<file path="src/rtl/stopwatch_ctrl_if.sv">
// Command/status bundle between the stopwatch mode sequencer and board I/O /
// MM:SS counter. The slave modport is the sequencer side.
interface stopwatch_ctrl_if;
  logic       ONE_CLK;
  logic       TWO_CLK;
  logic       ADJ;
  logic       SEL;
  logic       PAUSE_BTN;
  logic       CLR_BTN;
  logic       LAP_BTN;
  logic       INC_SEC;
  logic       INC_MIN;
  logic       CLR;
  logic       BLANK;
  logic       LAP;
  logic [1:0] STATE;

  modport master (
    output ONE_CLK, TWO_CLK, ADJ, SEL, PAUSE_BTN, CLR_BTN, LAP_BTN,
    input  INC_SEC, INC_MIN, CLR, BLANK, LAP, STATE
  );

  modport slave (
    input  ONE_CLK, TWO_CLK, ADJ, SEL, PAUSE_BTN, CLR_BTN, LAP_BTN,
    output INC_SEC, INC_MIN, CLR, BLANK, LAP, STATE
  );
endinterface

</file>
<file path="src/rtl/stopwatch_ctrl.sv">
// Stopwatch mode sequencer: button debounce, RUN/PAUSE/ADJUST FSM, one-cycle
// counter commands and adjust blink. Define CTRL_LAP_EN to enable the lap hold.
module stopwatch_ctrl #(
  parameter int unsigned DB_CYCLES = 1000000,
  parameter int unsigned DB_CNT_W  = 20
) (
  input logic             M_CLK,
  input logic             RESET,
  stopwatch_ctrl_if.slave bus
);

  localparam int unsigned BTN_PAUSE = 0;
  localparam int unsigned BTN_CLR   = 1;
`ifdef CTRL_LAP_EN
  localparam int unsigned BTN_LAP   = 2;
  localparam int unsigned N_BTN     = 3;
`else
  localparam int unsigned N_BTN     = 2;
`endif
  localparam logic [DB_CNT_W-1:0] DB_LAST = DB_CNT_W'(DB_CYCLES - 1);

  typedef enum logic [1:0] {
    ST_IDLE   = 2'b00,
    ST_RUN    = 2'b01,
    ST_PAUSE  = 2'b10,
    ST_ADJUST = 2'b11
  } state_t;

  logic [N_BTN-1:0]    btn_raw;
  logic [N_BTN-1:0]    btn_s1;
  logic [N_BTN-1:0]    btn_s2;
  logic [N_BTN-1:0]    btn_acc;
  logic [N_BTN-1:0]    btn_press;
  logic [DB_CNT_W-1:0] db_cnt [N_BTN];

  logic   adj_s1, adj_s2;
  logic   sel_s1, sel_s2;
  logic   pause_press, clr_press;
  state_t state_q;
  logic   inc_sec_q, inc_min_q, clr_q, blank_q, lap_q;

`ifdef CTRL_LAP_EN
  logic lap_press;
  assign btn_raw   = {bus.LAP_BTN, bus.CLR_BTN, bus.PAUSE_BTN};
  assign lap_press = btn_press[BTN_LAP];
`else
  logic unused_lap_btn;
  assign btn_raw        = {bus.CLR_BTN, bus.PAUSE_BTN};
  assign unused_lap_btn = bus.LAP_BTN;
`endif

  assign pause_press = btn_press[BTN_PAUSE];
  assign clr_press   = btn_press[BTN_CLR];

  // Level synchronisers for the adjust switch and select.
  always_ff @(posedge M_CLK) begin
    if (RESET) begin
      adj_s1 <= 1'b0;
      adj_s2 <= 1'b0;
      sel_s1 <= 1'b0;
      sel_s2 <= 1'b0;
    end else begin
      adj_s1 <= bus.ADJ;
      adj_s2 <= adj_s1;
      sel_s1 <= bus.SEL;
      sel_s2 <= sel_s1;
    end
  end

  // Button sync + debounce; any return to the accepted level restarts the count.
  always_ff @(posedge M_CLK) begin
    if (RESET) begin
      btn_s1    <= '0;
      btn_s2    <= '0;
      btn_acc   <= '0;
      btn_press <= '0;
      for (int unsigned i = 0; i < N_BTN; i++) begin
        db_cnt[i] <= '0;
      end
    end else begin
      btn_s1 <= btn_raw;
      btn_s2 <= btn_s1;
      for (int unsigned i = 0; i < N_BTN; i++) begin
        btn_press[i] <= 1'b0;
        if (btn_s2[i] == btn_acc[i]) begin
          db_cnt[i] <= '0;
        end else if (db_cnt[i] == DB_LAST) begin
          db_cnt[i]    <= '0;
          btn_acc[i]   <= btn_s2[i];
          btn_press[i] <= btn_s2[i];
        end else begin
          db_cnt[i] <= db_cnt[i] + DB_CNT_W'(1);
        end
      end
    end
  end

  // Mode FSM with registered one-cycle commands; clear always beats increments.
  always_ff @(posedge M_CLK) begin
    if (RESET) begin
      state_q   <= ST_IDLE;
      inc_sec_q <= 1'b0;
      inc_min_q <= 1'b0;
      clr_q     <= 1'b0;
      blank_q   <= 1'b0;
    end else begin
      inc_sec_q <= 1'b0;
      inc_min_q <= 1'b0;
      clr_q     <= 1'b0;
      if (adj_s2) begin
        if (state_q != ST_ADJUST) begin
          state_q <= ST_ADJUST;
          blank_q <= 1'b0;
        end else begin
          if (clr_press) begin
            clr_q <= 1'b1;
          end else if (bus.TWO_CLK) begin
            inc_min_q <= ~sel_s2;
            inc_sec_q <= sel_s2;
          end
          if (bus.TWO_CLK) begin
            blank_q <= ~blank_q;
          end
        end
      end else if (state_q == ST_ADJUST) begin
        // Adjusted time is held; the user restarts it explicitly.
        state_q <= ST_PAUSE;
        blank_q <= 1'b0;
        clr_q   <= clr_press;
      end else if (clr_press) begin
        state_q <= ST_IDLE;
        clr_q   <= 1'b1;
      end else begin
        if (pause_press) begin
          case (state_q)
            ST_IDLE:  state_q <= ST_RUN;
            ST_RUN:   state_q <= ST_PAUSE;
            ST_PAUSE: state_q <= ST_RUN;
            default:  state_q <= state_q;
          endcase
        end
        if (state_q == ST_RUN && bus.ONE_CLK && !pause_press) begin
          inc_sec_q <= 1'b1;
        end
      end
    end
  end

`ifdef CTRL_LAP_EN
  // Lap hold: toggled only in RUN, dropped on clear and on ADJUST entry.
  always_ff @(posedge M_CLK) begin
    if (RESET) begin
      lap_q <= 1'b0;
    end else if (adj_s2) begin
      if (state_q != ST_ADJUST) begin
        lap_q <= 1'b0;
      end
    end else if (state_q != ST_ADJUST) begin
      if (clr_press) begin
        lap_q <= 1'b0;
      end else if (state_q == ST_RUN && lap_press) begin
        lap_q <= ~lap_q;
      end
    end
  end
`else
  assign lap_q = 1'b0;
`endif

  assign bus.INC_SEC = inc_sec_q;
  assign bus.INC_MIN = inc_min_q;
  assign bus.CLR     = clr_q;
  assign bus.BLANK   = blank_q;
  assign bus.LAP     = lap_q;
  assign bus.STATE   = state_q;

endmodule

</file>
<file path="src/flat_wrapper.sv">
// flat-port wrapper written by rule: the top's interface ports become plain ports
module stopwatch_ctrl_flat 
#(
  parameter int unsigned DB_CYCLES = 1000000,
  parameter int unsigned DB_CNT_W  = 20
)
  (M_CLK, RESET, bus_ONE_CLK, bus_TWO_CLK, bus_ADJ, bus_SEL, bus_PAUSE_BTN, bus_CLR_BTN, bus_LAP_BTN, bus_INC_SEC, bus_INC_MIN, bus_CLR, bus_BLANK, bus_LAP, bus_STATE);
  stopwatch_ctrl_if bus_i ();
  input logic M_CLK;
  input logic RESET;
  input wire logic [$bits(bus_i.ONE_CLK)-1:0] bus_ONE_CLK;
  input wire logic [$bits(bus_i.TWO_CLK)-1:0] bus_TWO_CLK;
  input wire logic [$bits(bus_i.ADJ)-1:0] bus_ADJ;
  input wire logic [$bits(bus_i.SEL)-1:0] bus_SEL;
  input wire logic [$bits(bus_i.PAUSE_BTN)-1:0] bus_PAUSE_BTN;
  input wire logic [$bits(bus_i.CLR_BTN)-1:0] bus_CLR_BTN;
  input wire logic [$bits(bus_i.LAP_BTN)-1:0] bus_LAP_BTN;
  output wire logic [$bits(bus_i.INC_SEC)-1:0] bus_INC_SEC;
  output wire logic [$bits(bus_i.INC_MIN)-1:0] bus_INC_MIN;
  output wire logic [$bits(bus_i.CLR)-1:0] bus_CLR;
  output wire logic [$bits(bus_i.BLANK)-1:0] bus_BLANK;
  output wire logic [$bits(bus_i.LAP)-1:0] bus_LAP;
  output wire logic [$bits(bus_i.STATE)-1:0] bus_STATE;
  assign bus_i.ONE_CLK = bus_ONE_CLK;
  assign bus_i.TWO_CLK = bus_TWO_CLK;
  assign bus_i.ADJ = bus_ADJ;
  assign bus_i.SEL = bus_SEL;
  assign bus_i.PAUSE_BTN = bus_PAUSE_BTN;
  assign bus_i.CLR_BTN = bus_CLR_BTN;
  assign bus_i.LAP_BTN = bus_LAP_BTN;
  assign bus_INC_SEC = bus_i.INC_SEC;
  assign bus_INC_MIN = bus_i.INC_MIN;
  assign bus_CLR = bus_i.CLR;
  assign bus_BLANK = bus_i.BLANK;
  assign bus_LAP = bus_i.LAP;
  assign bus_STATE = bus_i.STATE;
  stopwatch_ctrl #(.DB_CYCLES(DB_CYCLES), .DB_CNT_W(DB_CNT_W)) u_core (.M_CLK(M_CLK), .RESET(RESET), .bus(bus_i));
endmodule
</file>
<file path="config.mk">
export PLATFORM = sky130hd
export DESIGN_NAME = stopwatch_ctrl_flat
export DESIGN_NICKNAME = d
export VERILOG_FILES = /design/src/rtl/stopwatch_ctrl_if.sv /design/src/rtl/stopwatch_ctrl.sv /design/src/flat_wrapper.sv
export SDC_FILE = /design/constraint.sdc
export NUM_CORES = 1
export LEC_CHECK = 0
export BUFFER_PORTS_ARGS = -buffer_cell sky130_fd_sc_hd__buf_4
export CORE_MARGIN = 5
export CORE_UTILIZATION = 60
export DETAILED_ROUTE_END_ITERATION = 16
export PLACE_DENSITY = 0.75
export SYNTH_ARGS = -nofsm -noshare
export SYNTH_HDL_FRONTEND = slang
export SYNTH_SLANG_ARGS = --single-unit
</file>
<file path="constraint.sdc">
create_clock -name M_CLK -period 2.65 [get_ports M_CLK]
set_input_delay 0.1325 -clock M_CLK [delete_from_list [all_inputs] [get_ports M_CLK]]
set_output_delay 0.1325 -clock M_CLK [all_outputs]
set_load 0.01 [all_outputs]
</file>
[Word-level counts from Yosys, hierarchy flattened]
Memories as Yosys holds them, arrays and structs flattened.
Cells that the tools add are included.
Storage, ports and cells
  bits in registers: 18
  bits in writable memories: 40
  bits of input ports: 9
  output and inout port bits: 7
  logic and storage cells: 108
  memories kept: 1
Memory list
  u_core.db_cnt: words 2, bits a word 20, rd ports 2, clocked after memory_dff 0, write ports 2, line stopwatch_ctrl.sv:34  | logic [DB_CNT_W-1:0] db_cnt [N_BTN];
Cells by class
  add/subtract/negate cells: 2
  equal/unequal tests: 10
  muxes and demuxes: 51
  bitwise logic cells: 14
  reduce and logical (&&, ||, !) cells: 15
Operator list (count)
  $mux 20: 6
  $add 20x1->20 const B: 2
  $eq 20x20->1 const B: 2
  $mux 1: 39
  $mux 2: 5
  $not 1->1: 8
  $or 1x1->1: 6
  $reduce_and 2->1: 3
  $reduce_or 3->1: 2
  $reduce_bool 5->1: 1
  $reduce_or 5->1: 1
  $eq 2x2->1 const B: 2
  $ne 2x2->1 const B: 2
  $pmux 2 s2: 1
  $reduce_bool 4->1: 1
  $ne 3x3->1 const B: 1
  $reduce_and 3->1: 1
  $eq 1x1->1: 2
  $eq 2x1->1 const B: 1
  $logic_and 1x1->1: 2
  $logic_not 2->1: 1
  $reduce_bool 2->1: 1
  $reduce_or 2->1: 1
  $logic_not 1->1: 1

[Logic depth before layout (Yosys ltp)]
An unclocked memory read counts as a cell.
  depth in word-level cells: 8
  gate-level depth with buffers: 8
  gate-level depth less buffers: 5

[Worst setup path before layout]
Ideal clock, no wire load.
  kind: register to register
  start point: mem u_core.db_cnt[0][7]
  end point: mem u_core.db_cnt[0][10] (data pin)
  setup time: 257 ps
  arrival: 1855 ps
  required time: 2393 ps
  setup slack: 538 ps
  stages on the path, launching flop included: 6
  buffers on the path: 1
  clock period less this slack: 2112 ps
  cell sequence: edfxtp_1 or4_1 or4_4 o21ai_1 buf_2 nor2_1
RTL lines (line)
  start, declared: stopwatch_ctrl.sv:34

==> summary.md <==
### Floorplanning
* 6236 um^2 — total die area
* 25 — cell row count
* 4661 um^2 — Core Box Area
* 78.97 um — chip height
* 78.97 um — DIE WIDTH
* 0.6123 — initial core utilization
* 16 — number of I/O pins

### Finish
* 341 — final-stage net count
* 1562 um^2 — sequential cell area in the final layout
* 18.19% — layout overhead on the synthesized area
* 0 — antenna diode count
* 0.1134 — layout cell share with drive strength beyond 1
* 389 — number of cells in the finished layout apart from fillers
* 356 — number of filler instances in the final layout
* 1351 um^2 — area of the multi-input gates
* 0.7238 — core utilization of the finished layout

### Worst setup path
* 20 — Max FO, Critical Path
* flip-flop — startpoint types
* 2380 ps — crit path DAT
* 350 ps — R2R setup slack
* reg -> reg — Crit Path Category
* flip-flop — type of destination of the critical path
* u_core.db_cnt[0][7]$_SDFFCE_PN0P_ — worst reg2reg startpoint
* 5 — depth of the worst register-to-register path
* 2730 ps — WP data required
* u_core.db_cnt[0][5]$_SDFFCE_PN0P_ — endpoint of the worst-slack reg-to-reg timing path

### Run status
* complete, no violations — run status

### Clocking
* 2 — largest buffer count on any clock path
* clkbuf_8 — master cell of the clock root buffer
* 0 — Resized Gates After CTS
* 0 — post-CTS repair timing setup buffer count
* 330 ps — insertion delay to the later sink of the worst-skew pair
* 1 — number of hold buffers added after CTS
* yes — CTS tree
* 9 — TritonCTS buffer count
* 58 — clock sinks
* 70 ps — clock input transition at the sequential cells of the worst setup and hold paths
* 3 — # H-tree levels

### Worst hold path
* u_core.btn_s1[1]$_SDFF_PP0_ — hold worst-path end
* 2 — count of cells along the worst hold path
* bus_CLR_BTN — min-delay src
* in -> reg — worst min path class

### Synth
* 2854 um^2 — Syn Std Cell Area
* 38 — post-synth cell types
* 0.5471 — post-synthesis sequential area ratio
* edfxtp_1 (42%), dfxtp_1 (13%), xor2_1 (4.9%), nor2_1 (4.5%), a21oi_1 (3.3%) — top area cells in the synthesized netlist
* 0 — number of warning messages in the yosys log
* edfxtp_1 — Main synth FF type
* 40 — number of enable-type register cells in the synthesized netlist
* edfxtp_1 — cell with the most instances after synthesis
* edfxtp_1 (40), nor2_1 (34), a21oi_1 (19) — ranking of synthesized cells by instance count
* 277 — instance count of the mapped netlist
* 0.4209 — share of the synthesized area in the top cell type
* 58 — count of state elements after synthesis
* 0 — async set-reset flop share out of synthesis
* edfxtp_1 — post-synth top area cell
* 10.30 um^2 — synthesized area divided by synthesized cell count

### Drt
* 0 — DRC violation count after routing
* 4774 um — Total Routed Length
* 0 — DRT antenna net count
* 12.27 um — Routed wire per std cell
* 4 — number of iterations in the first detailed-routing pass
* 2136 — vias post-DR
* 5.491 — Avg Vias per Cell
* 95 — violation count after the first detailed-route iteration

### STA
* 0.8698 — share of the clock period used by the worst path
* no — unrepaired setup endpoints after global routing
* 0 — Slew Limit Fails
* 6.887 ps — Hold WS
* 433.8 MHz — FMAX
* 0 — number of hold violations in the final report
* 2305 ps — fin crit period
* 0 — number of failing setup endpoints in the final timing report
* 0 ps — Post-Route Setup TNS
* 345.0 ps — post-route setup slack
* 6.498 ps — final worst clock skew

### GRT
* 8818 um — wire length of the first global-routing pass
* 2090 — vias in the first global route
* 0 — total grt overflow
* 0 — number of antenna violations at the first check in global routing
* 0.1815 — All-Layer GR Usage
* 21 — maximum number of pins on one net before global-route repair

### Power and ir drop
* 1.225 nW — Leakage Power
* 0.0004653 V — worst supply voltage drop on vdd
* 599.0 nW/um^2 — PwrDens

### Run
* 0 — maximum capacitance violations

### Placement
* 3335 um — Post-DP HPWL
* 346.8 ps — Placement Setup Slack
* 13 — PortBufs
* 372 — number of instances in the placed design
* 0.8400 — GPL Wtd Cong

registers in the layout, summed over array words and instances (netlist names):
name / cells
u_core.sel_s2: 1
u_core.adj_s2: 1
u_core.bus.CLR: 1
u_core.btn_press: 2
u_core.bus.STATE: 2
u_core.sel_s1: 1
u_core.db_cnt: 40
u_core.adj_s1: 1
u_core.btn_s1: 2
u_core.btn_s2: 2
u_core.bus.BLANK: 1
u_core.bus.INC_MIN: 1
u_core.btn_acc: 2
u_core.bus.INC_SEC: 1
logic make-up (layout without fill, tap and decap cells):
kind of cell | after synthesis | count (layout) | synth area share
buffers and inverters | 21 | 40 | 0.03069
other | 2 | 41 | 0.002631
XOR/XNOR | 25 | 25 | 0.07672
adder cells (fa/ha/maj) | 2 | 2 | 0.008767
AO/OA/AOI/OAI | 39 | 39 | 0.08155
AND/OR/NAND/NOR | 129 | 129 | 0.2486
multiplexers | 1 | 1 | 0.003945
flip-flops | 58 | 58 | 0.5471
how the worst max path moves through the flow:
stage | startpoint | end | slack (ps) | cells after the start
floorplan | u_core.db_cnt[0][7]$_SDFFCE_PN0P_ | u_core.db_cnt[0][10]$_SDFFCE_PN0P_ | 540 | 5
global placement | u_core.db_cnt[0][7]$_SDFFCE_PN0P_ | u_core.db_cnt[0][14]$_SDFFCE_PN0P_ | 410 | 5
detailed placement | u_core.db_cnt[0][7]$_SDFFCE_PN0P_ | u_core.db_cnt[0][5]$_SDFFCE_PN0P_ | 350 | 5
CTS | u_core.db_cnt[0][7]$_SDFFCE_PN0P_ | u_core.db_cnt[0][5]$_SDFFCE_PN0P_ | 330 | 5
global route | u_core.db_cnt[0][7]$_SDFFCE_PN0P_ | u_core.db_cnt[0][5]$_SDFFCE_PN0P_ | 220 | 5
finish | u_core.db_cnt[0][7]$_SDFFCE_PN0P_ | u_core.db_cnt[0][5]$_SDFFCE_PN0P_ | 350 | 5
critical path, cell delays in order, from the launching register on:
cell and delay [ps]:
edfxtp_1 460, or4_1 520, or4_4 560, o21ai_1 160
buf_4 260, nor2_1 80
per-stage QoR:
stage / power (mW) / cell area (um^2)
floorplan: 1.106 / 3000
global placement: 1.131 / 3127
detailed placement: 1.133 / 3127
CTS: 2.037 / 3373
global route: 2.114 / 3373
finish: 2.021 / 3373
power breakdown:
part / switching [mW] / internal (mW) / leakage, nW
clock network: 0.346 / 0.558 / 0.124
logic: 0.0443 / 0.0383 / 0.541
registers: 0.0322 / 1.00 / 0.560
cell type report:
class | instances | area share
Clock buffer | 14 | 0.06714
Clock inverter | 2 | 0.002967
Inverter | 7 | 0.007789
Multi-Input combinational cell | 237 | 0.4006
Sequential cell | 58 | 0.4629
Tap cell | 54 | 0.02003
Timing Repair Buffer | 17 | 0.03858
routing by layer:
layer	up-vias	share of wire	track usage
li1	1077	-	-
met1	1001	0.45	0.2114
met2	42	0.49	0.3047
met3	16	0.028	0.04535
met4	0	0.025	0.1014
met5	-	0	0
cells in the final DEF, fill, tap and decap left out, types with 3 or more instances in the layout:
master / n
nand4_1: 11
and4_1: 3
xnor2_1: 9
dfxtp_1: 18
clkbuf_16: 3
or4bb_1: 3
nor2_1: 34
clkbuf_8: 11
nor4_1: 6
nor2b_1: 9
or4_1: 10
buf_4: 16
inv_1: 7
xor2_1: 16
and3_1: 6
o21ai_0: 6
or3_1: 7
nand2_1: 15
nand3_1: 15
a21oi_1: 19
edfxtp_1: 40
o31ai_1: 8
conb_1: 41
Note: power is estimated with default switching activity, not from simulation.
